File: src/rtl/dot_seq_pkg.sv
// rtl/dot_seq_pkg.sv - shared types and lane geometry for the dot-product sequencer and datapath
package dot_seq_pkg;

    localparam int LANES  = 4;
    localparam int LANE_W = 32;
    localparam int VEC_W  = LANES * LANE_W;

    typedef enum logic [1:0] {
        IDLE = 2'd0,
        RUN  = 2'd1,
        DONE = 2'd2
    } state_t;

endpackage

File: src/rtl/dot_lane_mask.sv
// rtl/dot_lane_mask.sv - zeroes lanes at or above the tail count on the final beat of a vector
module dot_lane_mask
    import dot_seq_pkg::*;
(
    input  logic [VEC_W-1:0] vec,
    input  logic [1:0]       tail,
    input  logic             last,
    output logic [VEC_W-1:0] masked
);

    // tail==0 means the last beat is full, so only a non-zero tail trims lanes
    always_comb begin
        masked = vec;
        for (int i = 0; i < LANES; i++) begin
            if (last && (tail != 2'd0) && (i >= int'(tail))) begin
                masked[i*LANE_W +: LANE_W] = '0;
            end
        end
    end

endmodule

File: src/rtl/dot_seq_ctrl.sv
// rtl/dot_seq_ctrl.sv - command sequencer streaming masked operand beats and accumulating the dot product
module dot_seq_ctrl
    import dot_seq_pkg::*;
#(
    parameter int LEN_W = 16
) (
    input  logic              clk,
    input  logic              rst,
    input  logic              cmd_valid,
    output logic              cmd_ready,
    input  logic [LEN_W-1:0]  cmd_len,
    input  logic              abort,
    input  logic              in_valid,
    output logic              in_ready,
    input  logic [VEC_W-1:0]  in_a,
    input  logic [VEC_W-1:0]  in_b,
    output logic [VEC_W-1:0]  dp_vec_a,
    output logic [VEC_W-1:0]  dp_vec_b,
    input  logic [LANE_W-1:0] dp_result,
    output logic              res_valid,
    input  logic              res_ready,
    output logic [LANE_W-1:0] res_data,
    output logic              busy
);

    state_t             state;
    logic [LEN_W-1:0]   beats_left;
    logic [1:0]         tail;
    logic [LANE_W-1:0]  acc;
    logic               last_beat;
    logic [VEC_W-1:0]   masked_a;
    logic [VEC_W-1:0]   masked_b;

    assign last_beat = (beats_left == LEN_W'(1));

    // handshake flags decode straight from the registered state
    assign cmd_ready = (state == IDLE);
    assign in_ready  = (state == RUN);
    assign res_valid = (state == DONE);
    assign busy      = (state != IDLE);

    dot_lane_mask u_mask_a (
        .vec    (in_a),
        .tail   (tail),
        .last   (last_beat),
        .masked (masked_a)
    );

    dot_lane_mask u_mask_b (
        .vec    (in_b),
        .tail   (tail),
        .last   (last_beat),
        .masked (masked_b)
    );

    // datapath sees operands only while beats are being consumed
    assign dp_vec_a = (state == RUN) ? masked_a : '0;
    assign dp_vec_b = (state == RUN) ? masked_b : '0;

    // sequencer FSM: accept command, count beats, accumulate, hold result until taken
    always_ff @(posedge clk) begin
        if (rst) begin
            state      <= IDLE;
            acc        <= '0;
            beats_left <= '0;
            tail       <= '0;
            res_data   <= '0;
        end else begin
            unique case (state)
                IDLE: begin
                    if (cmd_valid) begin
                        if (cmd_len == '0) begin
                            state    <= DONE;
                            res_data <= '0;
                        end else begin
                            state      <= RUN;
                            acc        <= '0;
                            beats_left <= (cmd_len >> 2) + LEN_W'(cmd_len[1:0] != 2'd0);
                            tail       <= cmd_len[1:0];
                        end
                    end
                end
                RUN: begin
                    if (abort) begin
                        state      <= IDLE;
                        acc        <= '0;
                        beats_left <= '0;
                    end else if (in_valid) begin
                        acc        <= acc + dp_result;
                        beats_left <= beats_left - LEN_W'(1);
                        if (last_beat) begin
                            state    <= DONE;
                            res_data <= acc + dp_result;
                        end
                    end
                end
                DONE: begin
                    if (abort) begin
                        state <= IDLE;
                        acc   <= '0;
                    end else if (res_ready) begin
                        state <= IDLE;
                    end
                end
                default: begin
                    state <= IDLE;
                end
            endcase
        end
    end

endmodule
File: config.mk
export PLATFORM = sky130hd
export DESIGN_NAME = dot_seq_ctrl
export DESIGN_NICKNAME = d
export VERILOG_FILES = /design/src/rtl/dot_seq_pkg.sv /design/src/rtl/dot_lane_mask.sv /design/src/rtl/dot_seq_ctrl.sv
export SDC_FILE = /design/constraint.sdc
export NUM_CORES = 1
export LEC_CHECK = 0
export CAP_MARGIN = 5
export CELL_PAD_IN_SITES_DETAIL_PLACEMENT = 0
export CELL_PAD_IN_SITES_GLOBAL_PLACEMENT = 1
export CORE_AREA = 10 10 229 231
export CTS_CLUSTER_DIAMETER = 60
export DETAILED_ROUTE_END_ITERATION = 12
export DIE_AREA = 0 0 239 241
export GPL_ROUTABILITY_DRIVEN = 0
export GPL_TIMING_DRIVEN = 0
export PLACE_DENSITY = 0.7
export SYNTH_ARGS = -nofsm -noshare
export SYNTH_HDL_FRONTEND = slang
export SYNTH_SLANG_ARGS = --single-unit
File: constraint.sdc
create_clock -name clk -period 8.5 [get_ports clk]
set_input_delay 1.275 -clock clk [delete_from_list [all_inputs] [get_ports clk]]
set_output_delay 1.275 -clock clk [all_outputs]
set_load 0.1 [all_outputs]
==> summary by stage, run 1 <==
Outcome
The run finished with clean final reports.

Cells and area
At the end of the flow, the number of nets in the layout was about 1900. At the end of the flow the core is filled with cells to 0.295. Of the cells placed in the final design, the portion with a size suffix greater than 1 is 0.0176. Relative to the synthesized area, the layout overhead comes to 104%.

Global route
For this run, the total global-route usage over all layers was measured as 0.188. The residual overflow from global routing is 0. The pin count of the biggest net entering global routing is 16. The initial antenna violation count is 31. The via count of the first global-routing pass came to between 9000 and 10000. The first global-routing pass estimated ~77000 um of wire.

Yosys
When the netlist entered floorplanning its net count stood at between 1000 and 1500. Counting flops and latches in the post-synthesis netlist gives 84. For this run, the number of Yosys warnings is 0. The number of enable flip-flop cells after synthesis is 0. Synthesis produced a netlist whose cell count is 914. The leading area contributor after synthesis is sky130_fd_sc_hd__dfxtp_1. The area share of the leading cell type in the synthesized netlist is 0.245. In this run the mean area of a mapped cell was 7.51 um2. The count of unique library cells instantiated by Yosys is 50. The netlist area before placement is a little under 7000 um2. The most used flip-flop cell after synthesis is sky130_fd_sc_hd__dfxtp_1. Of the synthesized area, sequential elements account for 0.245. By area the synthesized netlist is led by sky130_fd_sc_hd__dfxtp_1 24%, sky130_fd_sc_hd__and2_1 18%, sky130_fd_sc_hd__and3_1 6.7%.

After synthesis, the share of flip-flops with an asynchronous set or reset is 0.

Power and ir drop
For this design the static power due to leakage is around 0.0055 uW. The maximum ir drop on the vdd rail is 0.0000823 V. The design draws about 2000 uW.

Power spread over the standard cell area amounts to around 140 nW/um2.

Floorplan
From bottom edge to top edge, the die measures 241 um. The total area inside the core boundary comes to 47500 um2. about 600 I/O pins were placed. The initialized floorplan defines 80 standard-cell rows. The die is 239 um wide.

The total die area is 57600 um2. The initial utilization of the core area, before any placement, comes to 0.144.

Clocking
Counting the buffers created by CTS gives 9. The longest clock path from root to sink contains 2 buffers. In this run the number of H-tree levels came out at 3. The post-CTS setup buffer count is 0. CTS saw between 80 and 90 sinks. In this run the clock root is driven by a sky130_fd_sc_hd__clkbuf_16. TritonCTS built the clock tree. In this run, post-CTS repair resized a total of 0 instances. The clock latency reported for the late side of the worst-skew pair is 0.35 ns. The number of hold buffers added after cts is 0. The post-CTS clock slew at the launch and capture registers of the worst setup and hold paths is 0.08 ns.

STA
The least setup slack across all paths after layout is just over 3 ns. Summed over all failing endpoints, the final setup total negative slack is 0 ns. The worst hold margin is 0.460 ns. For the finished layout, the period the worst path requires is approximately 5.5 ns. Dividing the final minimum period by the clock period gives 0.642. For the pin with the worst max-slew slack, the measured transition is ~1.4 ns. Setup repair after global routing left no endpoint under its margin. The highest achievable clock rate is about 180 MHz.

The total count of max-transition violations in the final report was 0. The clock tree skew after final layout is 0.0141 ns. Measured against its own limit, the worst slew margin works out to 0.0925. The total setup violations reported at the end of the flow is 0. The number of hold violations in the final report is 0.

Place
Detailed placement ended at an HPWL of roughly 51000 um. Port buffering added 600 buffers. OpenSTA, run right after detailed placement, puts the worst setup slack at approximately 3.3 ns.

Route
The violation count after the first detailed-routing iteration is around 570. Dividing the detail-routed via count by the number of cells gives between 4 and 5. The detail route stage leaves a number of antenna-violating nets equal to 0.

After detailed routing, the number of remaining DRC violations is 0. The number of iterations in the first detailed-routing pass is 6. The routed wire length is about 58000 um. After detailed routing, the average wire length per cell comes to between 20 and 30 um. The detailed-route via count is between 9000 and 10000.

Critical path
The largest fanout on the critical path is 10. The setup slack of the most critical reg-to-reg path is between 5 and 6 ns. For the worst setup path, the data required time is approximately 7.2 ns. The kind of critical path is flip-flop to primary output. Data on the critical path arrives at its endpoint at about 4.2 ns. The worst setup path is launched from a flip-flop. The worst setup path is captured at a primary output.

Hold path
In this run the worst hold path is classified as flip-flop to flip-flop.

Flow run
Across the run, the number of max-cap violations was 0.
final cells by class:
type	count	area [um2]
Tap cell	615	769
Inverter	18	67.6
Clock buffer	9	225
Antenna cell	15	37.5
Multi-Input combinational cell	751	4870
Sequential cell	84	1680
Buffer	61	244
Fill cell	4975	33500
Clock inverter	7	73.8
Timing Repair Buffer	602	6030
metal layers:
metal,part of all wire,up-vias,global-route usage
met4,0.021,2,0.0438
met3,0.12,67,0.103
met5,0.00012,-,0
met2,0.49,470,0.328
met1,0.36,4482,0.196
li1,-,4454,-
per-stage QoR:
stage	instances	instance area, um2
after floorplan	914	6870
after global placement	2129	13600
after detailed placement	2130	13700
after CTS	2146	13900
after global routing	2154	14000
final	2162	14000
layout by cell type, fill, tap and decap left out, types with 6 or more instances in the layout:
| master | netlist | layout |
|---|---|---|
| sky130_fd_sc_hd__a31oi_1 | 7 | 7 |
| sky130_fd_sc_hd__o21ai_0 | 37 | 37 |
| sky130_fd_sc_hd__and2_1 | 197 | 197 |
| sky130_fd_sc_hd__dfxtp_1 | 84 | 84 |
| sky130_fd_sc_hd__nand3_1 | 11 | 11 |
| sky130_fd_sc_hd__clkbuf_16 | 0 | 9 |
| sky130_fd_sc_hd__xnor2_1 | 23 | 23 |
| sky130_fd_sc_hd__diode_2 | 0 | 15 |
| sky130_fd_sc_hd__nor3_1 | 12 | 12 |
| sky130_fd_sc_hd__and3_1 | 74 | 74 |
| sky130_fd_sc_hd__nor2_1 | 83 | 83 |
| sky130_fd_sc_hd__a211oi_1 | 8 | 8 |
| sky130_fd_sc_hd__nand2b_1 | 6 | 6 |
| sky130_fd_sc_hd__a21o_1 | 18 | 18 |
| sky130_fd_sc_hd__a21oi_1 | 31 | 31 |
| sky130_fd_sc_hd__inv_1 | 18 | 18 |
| sky130_fd_sc_hd__nand2_1 | 45 | 45 |
| sky130_fd_sc_hd__or3_1 | 6 | 6 |
| sky130_fd_sc_hd__clkdlybuf4s50_1 | 0 | 600 |
| sky130_fd_sc_hd__nor4_1 | 6 | 6 |
| sky130_fd_sc_hd__nand4_1 | 6 | 6 |
| sky130_fd_sc_hd__xor2_1 | 18 | 18 |
| sky130_fd_sc_hd__o21a_1 | 6 | 6 |
| sky130_fd_sc_hd__a22oi_1 | 38 | 38 |
| sky130_fd_sc_hd__clkbuf_1 | 59 | 59 |
| sky130_fd_sc_hd__ha_1 | 35 | 35 |
| sky130_fd_sc_hd__a22o_1 | 31 | 31 |
Yosys cell counts (6+ instances only):
cell,instances
sky130_fd_sc_hd__clkbuf_1,59
sky130_fd_sc_hd__a31oi_1,7
sky130_fd_sc_hd__o21ai_0,37
sky130_fd_sc_hd__a22o_1,31
sky130_fd_sc_hd__nand4_1,6
sky130_fd_sc_hd__nor4_1,6
sky130_fd_sc_hd__nor2_1,83
sky130_fd_sc_hd__nor3_1,12
sky130_fd_sc_hd__and2_1,197
sky130_fd_sc_hd__dfxtp_1,84
sky130_fd_sc_hd__and3_1,74
sky130_fd_sc_hd__a21oi_1,31
sky130_fd_sc_hd__o21a_1,6
sky130_fd_sc_hd__nand3_1,11
sky130_fd_sc_hd__nand2b_1,6
sky130_fd_sc_hd__or3_1,6
sky130_fd_sc_hd__a211oi_1,8
sky130_fd_sc_hd__a21o_1,18
sky130_fd_sc_hd__inv_1,18
sky130_fd_sc_hd__a22oi_1,38
sky130_fd_sc_hd__ha_1,35
sky130_fd_sc_hd__nand2_1,45
sky130_fd_sc_hd__xnor2_1,23
sky130_fd_sc_hd__xor2_1,18
registers in the layout, summed over array words and instances, names as in the netlist:
register and cells:
acc 32, res_data 32, state 2, tail 2, beats_left 16
power by group:
part	internal (uW)	switching (uW)	total [uW]
registers	407	12.1	419
clock network	230	182	412
logic	341	812	1150
kinds of logic (layout without fill, tap and decap cells):
| kind of cell | Yosys count | after routing | share of synthesized area |
|---|---|---|---|
| AND/OR/NAND/NOR | 461 | 461 | 0.375 |
| AO/OA/AOI/OAI | 209 | 209 | 0.210 |
| flip-flops | 84 | 84 | 0.245 |
| buffers and inverters | 79 | 697 | 0.0454 |
| XOR/XNOR | 41 | 41 | 0.0523 |
| adder cells (fa/ha/maj) | 36 | 36 | 0.0667 |
| multiplexers | 4 | 4 | 0.00583 |
| other | 0 | 15 | 0 |
worst max-delay path: stages (launching register included):
cell and delay (ns):
sky130_fd_sc_hd__dfxtp_1 0.38, sky130_fd_sc_hd__or3_1 0.42, sky130_fd_sc_hd__or3_4 0.39, sky130_fd_sc_hd__nor4b_4 0.50
sky130_fd_sc_hd__o21ai_1 0.49, sky130_fd_sc_hd__clkbuf_1 0.34, sky130_fd_sc_hd__and3_1 0.25, sky130_fd_sc_hd__clkdlybuf4s50_1 1.03
path summary, 6_finish.rpt:
path / start / to / depth (start not counted)
min reg2reg: res_data[22]$_SDFFE_PP0P_ / res_data[22]$_SDFFE_PP0P_ / 2
min: res_data[22]$_SDFFE_PP0P_ / res_data[22]$_SDFFE_PP0P_ / 2
max: beats_left[9]$_SDFFE_PP0P_ / dp_vec_b[117] / 7
max reg2reg: state[0]$_SDFFE_PP0P_ / res_data[28]$_SDFFE_PP0P_ / 10
Note: power is estimated with default switching activity, not from simulation.
==> run 2, diff against run 1 <==
--- a/config.mk
+++ b/config.mk
@@ -8,13 +8,13 @@
 export CAP_MARGIN = 5
 export CELL_PAD_IN_SITES_DETAIL_PLACEMENT = 0
 export CELL_PAD_IN_SITES_GLOBAL_PLACEMENT = 1
-export CORE_AREA = 10 10 229 231
+export CORE_AREA = 10 10 225 227
 export CTS_CLUSTER_DIAMETER = 60
 export DETAILED_ROUTE_END_ITERATION = 12
-export DIE_AREA = 0 0 239 241
+export DIE_AREA = 0 0 235 237
 export GPL_ROUTABILITY_DRIVEN = 0
 export GPL_TIMING_DRIVEN = 0
-export PLACE_DENSITY = 0.7
+export PLACE_DENSITY = 0.74
 export SYNTH_ARGS = -nofsm -noshare
 export SYNTH_HDL_FRONTEND = slang
 export SYNTH_SLANG_ARGS = --single-unit
==> constraint.sdc (replaced) <==
create_clock -name clk -period 4.9 [get_ports clk]
set_input_delay 0.735 -clock clk [delete_from_list [all_inputs] [get_ports clk]]
set_output_delay 0.735 -clock clk [all_outputs]
set_load 0.1 [all_outputs]
==> summary by stage, run 2 (synthesis results as in run 1) <==
Outcome
The run finished with clean final reports.

Route
The violation count after the first detailed-routing iteration is around 570. The number of iterations in the first detailed-routing pass is 7. The average wire per cell in the routed design is about 27 um. Dividing the detail-routed via count by the number of cells gives roughly 4.4. After detailed routing, the number of remaining DRC violations is 0.

The detail route stage leaves a number of antenna-violating nets equal to 0. The routed wire length is 57800 um. The detailed-route via count is between 9000 and 10000.

Clocking
The level count of the clock H-tree is 3. The clock net in this run drives a total of 84 sinks. Clock-pin slew was measured on the worst setup and hold paths at 0.07 ns.

The number of hold buffers added after CTS was 0. The tree is rooted in a sky130_fd_sc_hd__clkbuf_16. No sink is reached through more buffers than the 2 on the longest clock path. In this run the post-CTS setup repair buffer count came out at 0.

The total CTS buffers is 9. The TritonCTS clock tree is yes. At the later pin of the worst-skew pair, clock insertion delay measures around 0.36 ns.

Floorplan
The initial standard-cell utilization of the core is 0.149. The die width is 235 um. The floorplan step defined a die boundary enclosing around 56000 um2. The total number of placement rows is roughly 80. The core outline area is around 46000 um2. The die is 237 um tall. During I/O placement, the number of pins put on the boundary was 602.

Power and ir drop
Internal power comes to approximately 1600 uW. The areal power density over the cells is between 200 and 250 nW/um2. The analysis attributes to cell leakage a power of 0.00663 uW. Of the total power, the share spent switching nets is 0.513. The maximum ir drop on the vdd rail is roughly 0.00017 V. Of the total power, combinational logic draws 0.571.

In this run the power spent charging and discharging nets is around 1700 uW. Of the total power, registers draw 0.217. The share of total power dissipated in the clock network is 0.212.

Flow run
The number of max-cap violations is 0.

Place
The count of input and output buffers is 600. The half-perimeter wire length of the detailed placement result is 50500 um.

Cells and area
The final layout contains between 1500 and 2000 nets. The share of post-route cells with drive strength above 1 is 0.0157. In the layout the commonest cells are 409 x sky130_fd_sc_hd__clkdlybuf4s50_1, 197 x sky130_fd_sc_hd__and2_1, 167 x sky130_fd_sc_hd__dlygate4sd2_1. The number of fill cells in the layout is 5056.

Once layout is complete, the utilization of the core stands at 0.300. The area used by multi-input combinational logic is ~4900 um2. Relative to the synthesized area, the layout overhead comes to 101%. The largest registers in the layout are acc x32, res_data x32, beats_left x16.

The most common cell after layout, fill and taps aside is sky130_fd_sc_hd__clkdlybuf4s50_1. The sequential cell area in the final layout is 1680 um2.

STA
The ratio of final minimum period to clock period is 0.974. The highest achievable clock rate is about 210 MHz. Setup total negative slack on the finished layout was measured at 0 ns. The number of hold violations in the final report was 0. The total setup violations reported at the end of the flow is 0. The worst path needs between 4 and 5 ns of the cycle, external delays included. For the pin with the worst max-slew slack, the measured transition is between 1 and 1.5 ns.

Headroom to the max-slew limit came out at 0.149. Setup repair after global routing left no endpoint under its margin. The clock tree skew after final layout is about 0.0086 ns. The total count of max-transition violations in the final report is 0.

Critical path
For flop-to-flop paths, the worst setup slack is approximately 1.5 ns. The kind of critical path is flip-flop to primary output. Along the worst path, the maximum fanout reaches 10. The kind of capture point of the worst setup path is a primary output. Measured in cells, the most critical reg-to-reg path has a length of 9. The startpoint of the lowest-slack register-to-register path is beats_left[9]$_SDFFE_PP0P_.

The worst endpoint data arrival time is roughly 4.0 ns. In this run the critical register-to-register path is captured at res_data[13]$_SDFFE_PP0P_. The required time of the critical path is approximately 4.2 ns.

The startpoint type of the worst setup path is a flip-flop.

Hold path
In this run the most critical hold path is launched from beats_left[11]$_SDFFE_PP0P_. The worst hold path class is flip-flop to flip-flop. The hold path depth is 2. The endpoint of the worst hold path is beats_left[11]$_SDFFE_PP0P_.

Global route
The initial antenna violation count came to 58. The total global routing track utilization is 0.196. Entering global routing, the biggest net connects 16 pins. The residual overflow from global routing is 0.

The via count of the first global-routing pass was ~9700. The global-route wire length before repair is around 80000 um.
run 2: worst max path at each step:
| stage | endpoint | start | cells after the start | slack [ns] |
|---|---|---|---|---|
| 2_1_floorplan | acc[31]$_SDFFE_PP0P_ | state[0]$_SDFFE_PP0P_ | 9 | 0.58 |
| 3_3_place_gp | dp_vec_a[52] | beats_left[9]$_SDFFE_PP0P_ | 7 | 0.16 |
| 3_5_place_dp | dp_vec_a[52] | beats_left[9]$_SDFFE_PP0P_ | 7 | 0.18 |
| 4_1_cts | dp_vec_b[65] | beats_left[9]$_SDFFE_PP0P_ | 7 | 0.0007 |
| 5_1_grt | dp_vec_b[55] | beats_left[9]$_SDFFE_PP0P_ | 7 | 0.01 |
| 6_report | dp_vec_a[0] | state[0]$_SDFFE_PP0P_ | 8 | 0.13 |
run 2: cell type report:
class                   instances  share of cell area
diodes                         21             0.00380
plain buffers                  61              0.0176
clock buffers                  10              0.0165
clock inverters                 6             0.00515
inverters                      18             0.00488
multi-input cells             751               0.352
flip-flops and latches         84               0.122
well taps                     607              0.0549
repair buffers                600               0.423
run 2: timing repair:
| action | CTS | global route |
|---|---|---|
| setup endpoints to repair | 167 | 24 |
| cloned | 0 | 0 |
| resized for setup | 167 | 24 |
run 2: critical path, stage by stage, from the launching register on:
cell,delay (ns)
sky130_fd_sc_hd__dfxtp_1,0.30
sky130_fd_sc_hd__clkbuf_1,0.28
sky130_fd_sc_hd__nand2b_1,0.09
sky130_fd_sc_hd__clkbuf_1,0.28
sky130_fd_sc_hd__inv_1,0.35
sky130_fd_sc_hd__clkbuf_1,0.51
sky130_fd_sc_hd__clkbuf_1,0.48
sky130_fd_sc_hd__and2_1,0.21
sky130_fd_sc_hd__clkdlybuf4s50_1,1.15
run 2: layer usage:
metal,GRT usage,vias up,part of all wire
li1,-,4453,-
met2,0.359,467,0.53
met5,0,-,0.00022
met4,0.0716,2,0.034
met3,0.0768,102,0.092
met1,0.196,4416,0.35
run 2: power by group through the flow:
stage | Combinational (uW) | Clock (uW) | Sequential (uW)
4_1_cts | 1920 | 731 | 727
3_3_place_gp | 1970 | 0 | 741
3_5_place_dp | 1970 | 0 | 742
6_report | 1920 | 713 | 727
2_1_floorplan | 1290 | 0 | 741
5_1_grt | 2000 | 765 | 730
run 2: stage by stage:
step | total power, uW | instances | setup slack [ns] | hold WS (ns) | cell area [um2]
after CTS | 3380 | 2137 | 0.000689 | 0.473 | 13700
after floorplan | 2030 | 914 | 0.584 | 0.429 | 6870
after detailed placement | 2710 | 2121 | 0.177 | 0.464 | 13600
after global placement | 2720 | 2121 | 0.165 | 0.449 | 13600
after global routing | 3490 | 2152 | 0.0147 | 0.498 | 13800
final | 3360 | 2158 | 0.127 | 0.477 | 13800
==> run 3, diff against run 2 <==
--- a/config.mk
+++ b/config.mk
@@ -14,7 +14,7 @@
 export DIE_AREA = 0 0 235 237
 export GPL_ROUTABILITY_DRIVEN = 0
 export GPL_TIMING_DRIVEN = 0
-export PLACE_DENSITY = 0.74
+export PLACE_DENSITY_LB_ADDON = 0.25
 export SYNTH_ARGS = -nofsm -noshare
 export SYNTH_HDL_FRONTEND = slang
 export SYNTH_SLANG_ARGS = --single-unit
==> summary by stage, run 3 (synthesis results as in run 1) <==
Power and ir drop
The share of total power dissipated in combinational logic is 0.583. Of the total power, the share spent switching nets is 0.529. The areal power density over the cells is ~240 nW/um2. VDD sags by at most roughly 0.00014 V. The design internal power is about 1600 uW. The analysis attributes to net switching a power of about 1800 uW.

The share of total power dissipated in the clock network is 0.201. The leakage power summed over all cells is between 0.006 and 0.007 uW. The portion of total power attributed to sequential cells is 0.216.

STA
The number of hold violations in the final report is 0. The worst max-slew margin expressed relative to the limit is 0.195. The ratio of final minimum period to clock period is 0.959.

Based on the critical path, the design can be clocked at up to 213 MHz. The total count of max-transition violations in the final report is 0. Across all setup checks in the final design, the least slack found is between 0.15 and 0.2 ns. The final critical path time including I/O delays and setup is roughly 4.7 ns. Setup repair after global routing left no endpoint under its margin. At the pin with the least slew margin, the transition time is 1.21 ns.

The total setup violations reported at the end of the flow is 0. The clock tree skew after final layout is 0.0125 ns.

Floorplan
The initial standard-cell utilization of the core is 0.149. The total number of placement rows is 79. The total area inside the core boundary comes to 46200 um2. The total die area is around 56000 um2. The die width is 235 um. The number of top-level pins is 602.

The vertical die dimension is approximately 240 um.

Cells and area
The finished cells cover approximately 14000 um2. Leaving out fill and tap cells, the most frequent cell in the layout is sky130_fd_sc_hd__clkdlybuf4s50_1. The filler cells instantiated in the layout total 5056. At the end of the flow, the number of nets in the layout was between 1500 and 2000. For this run, the share of the core covered by cells in the final layout is 0.297.

The top cell types in the final layout, fill and taps aside, are 414 x sky130_fd_sc_hd__clkdlybuf4s50_1, 197 x sky130_fd_sc_hd__and2_1, 184 x sky130_fd_sc_hd__dlygate4sd2_1. Relative to the synthesized area, the layout overhead comes to 99.8%. The largest registers in the layout are acc x32, res_data x32, beats_left x16. Of the cells placed in the final design, the portion with a size suffix greater than 1 is 0.0170.

Critical path
The startpoint type of the worst setup path is a flip-flop. In this run the worst path has a maximum fanout of 10. The number of cell instances on the worst register-to-register path is 7.

STA puts the critical path data arrival time at roughly 4.0 ns. The kind of capture point of the worst setup path is a primary output. The required time of the critical path is between 4 and 5 ns.

The setup path with the least slack is of type flip-flop to primary output. The setup slack of the most critical reg-to-reg path is roughly 1.6 ns. The startpoint of the lowest-slack register-to-register path is beats_left[9]$_SDFFE_PP0P_. The endpoint identified for the worst register-to-register timing path is res_data[23]$_SDFFE_PP0P_.

Route
The number of nets with antenna violations after detailed routing is 0. In the routed layout, each cell is associated on average with a via count of roughly 4.3. The average wire per cell in the routed design is 29.1 um. The DRC violations left is 0. The first TritonRoute pass finished after 5 iterations.

For this block, the via count after detailed routing is between 9000 and 10000. The routed wire length is 62400 um. In this run, the number of DRC markers left after iteration 0 of detailed routing was ~700.

Clocking
The level count of the clock H-tree is 3. The number of clock sinks is 84. The library cell used as clock root buffer is sky130_fd_sc_hd__clkbuf_16. In this run the deepest clock path goes through 2 buffers. The later pin in the worst-skew pair is clocked with a latency of roughly 0.35 ns. The post-CTS clock slew at the launch and capture registers of the worst setup and hold paths is ~0.07 ns. In this run, CTS created clock tree buffers numbering 9. The TritonCTS clock tree is yes.

Place
After detailed placement, the total cell area comes to 13600 um2. The half-perimeter wire length of the detailed placement result is 55000 um. The count of input and output buffers is 600. Before CTS, the worst setup slack after placement is roughly 0.00062 ns.

Outcome
The flow ran to the end, and the final reports show no timing, DRC or antenna violations.

Flow run
The number of max-cap violations is 0.

Hold path
The endpoint of the worst hold path is acc[22]$_SDFFE_PP0P_. The worst hold path class is flip-flop to flip-flop. The hold path depth is 2. The startpoint identified for the worst hold timing path is acc[22]$_SDFFE_PP0P_.

Global route
The initial antenna violation count is 33. The via count of the first global-routing pass was roughly 9400. The pin count of the biggest net entering global routing is 17. The residual overflow from global routing is 0.

The total global routing track utilization is 0.212. The global-route wire length before repair is roughly 83000 um.
[run 3: changes by cell type in the layout (fill, tap and decap cells not counted)]
cell,change
sky130_fd_sc_hd__dlymetal6s2s_1,-22
sky130_fd_sc_hd__clkbuf_1,-1
sky130_fd_sc_hd__a31oi_1,-1
sky130_fd_sc_hd__clkinv_2,+1
sky130_fd_sc_hd__diode_2,-11
sky130_fd_sc_hd__clkdlybuf4s50_1,+5
sky130_fd_sc_hd__a31oi_2,+1
sky130_fd_sc_hd__inv_8,+1
sky130_fd_sc_hd__dlygate4sd2_1,+17
sky130_fd_sc_hd__bufinv_16,-1
[run 3: power groups by stage]
stage          combinational, uW  clock, uW  sequential, uW
2_1_floorplan               1290          0             741
3_5_place_dp                2010          0             742
3_3_place_gp                2020          0             741
5_1_grt                     2030        725             729
4_1_cts                     1960        706             726
6_report                    1960        676             726
[run 3: layout make-up]
type	count	area [um2]	area share
repair buffers	600	5780	0.421
multi-input cells	751	4880	0.356
flip-flops and latches	84	1680	0.123
well taps	607	759	0.0553
plain buffers	61	244	0.0178
clock buffers	9	225	0.0164
inverters	18	67.6	0.00492
clock inverters	7	57.6	0.00419
diodes	10	25.0	0.00182
[run 3: timing repair]
action	CTS	global route
hold buffers	0	0
endpoints found under the setup margin	184	2
gates resized for setup	185	2
hold endpoints to repair	0	0
setup buffers	0	0
[run 3: worst max path at each step]
stage,from,to,cells after the start
6_report,beats_left[9]$_SDFFE_PP0P_,dp_vec_a[67],6
5_1_grt,beats_left[9]$_SDFFE_PP0P_,dp_vec_a[96],6
4_1_cts,beats_left[9]$_SDFFE_PP0P_,dp_vec_a[64],6
3_5_place_dp,beats_left[9]$_SDFFE_PP0P_,dp_vec_a[57],7
3_3_place_gp,beats_left[9]$_SDFFE_PP0P_,dp_vec_a[57],7
2_1_floorplan,state[0]$_SDFFE_PP0P_,acc[31]$_SDFFE_PP0P_,9
[run 3: routing by layer]
layer | track usage | wire, um | vias up
li1 | - | - | 4445
met1 | 0.273 | 27500 | 4404
met2 | 0.342 | 28800 | 419
met3 | 0.0739 | 5600 | 39
met4 | 0.0244 | 468 | 0
met5 | 0 | 0 | -
[run 3: through the flow]
| step | instances | TNS [ns] | hold slack (ns) | total power, uW |
|---|---|---|---|---|
| 2_1_floorplan | 914 | 0 | 0.429 | 2030 |
| 3_3_place_gp | 2121 | -0.0224 | 0.455 | 2760 |
| 3_5_place_dp | 2121 | 0 | 0.455 | 2750 |
| 4_1_cts | 2137 | 0 | 0.472 | 3390 |
| 5_1_grt | 2141 | 0 | 0.494 | 3490 |
| 6_report | 2147 | 0 | 0.470 | 3360 |
[run 3: worst max-delay path, cell delays in order (launching register included)]
cell                              delay (ns)
sky130_fd_sc_hd__dfxtp_1                0.37
sky130_fd_sc_hd__or3_1                  0.43
sky130_fd_sc_hd__or3_4                  0.39
sky130_fd_sc_hd__nor4b_4                0.59
sky130_fd_sc_hd__a21oi_1                0.51
sky130_fd_sc_hd__and2_1                 0.33
sky130_fd_sc_hd__clkdlybuf4s50_1        0.98
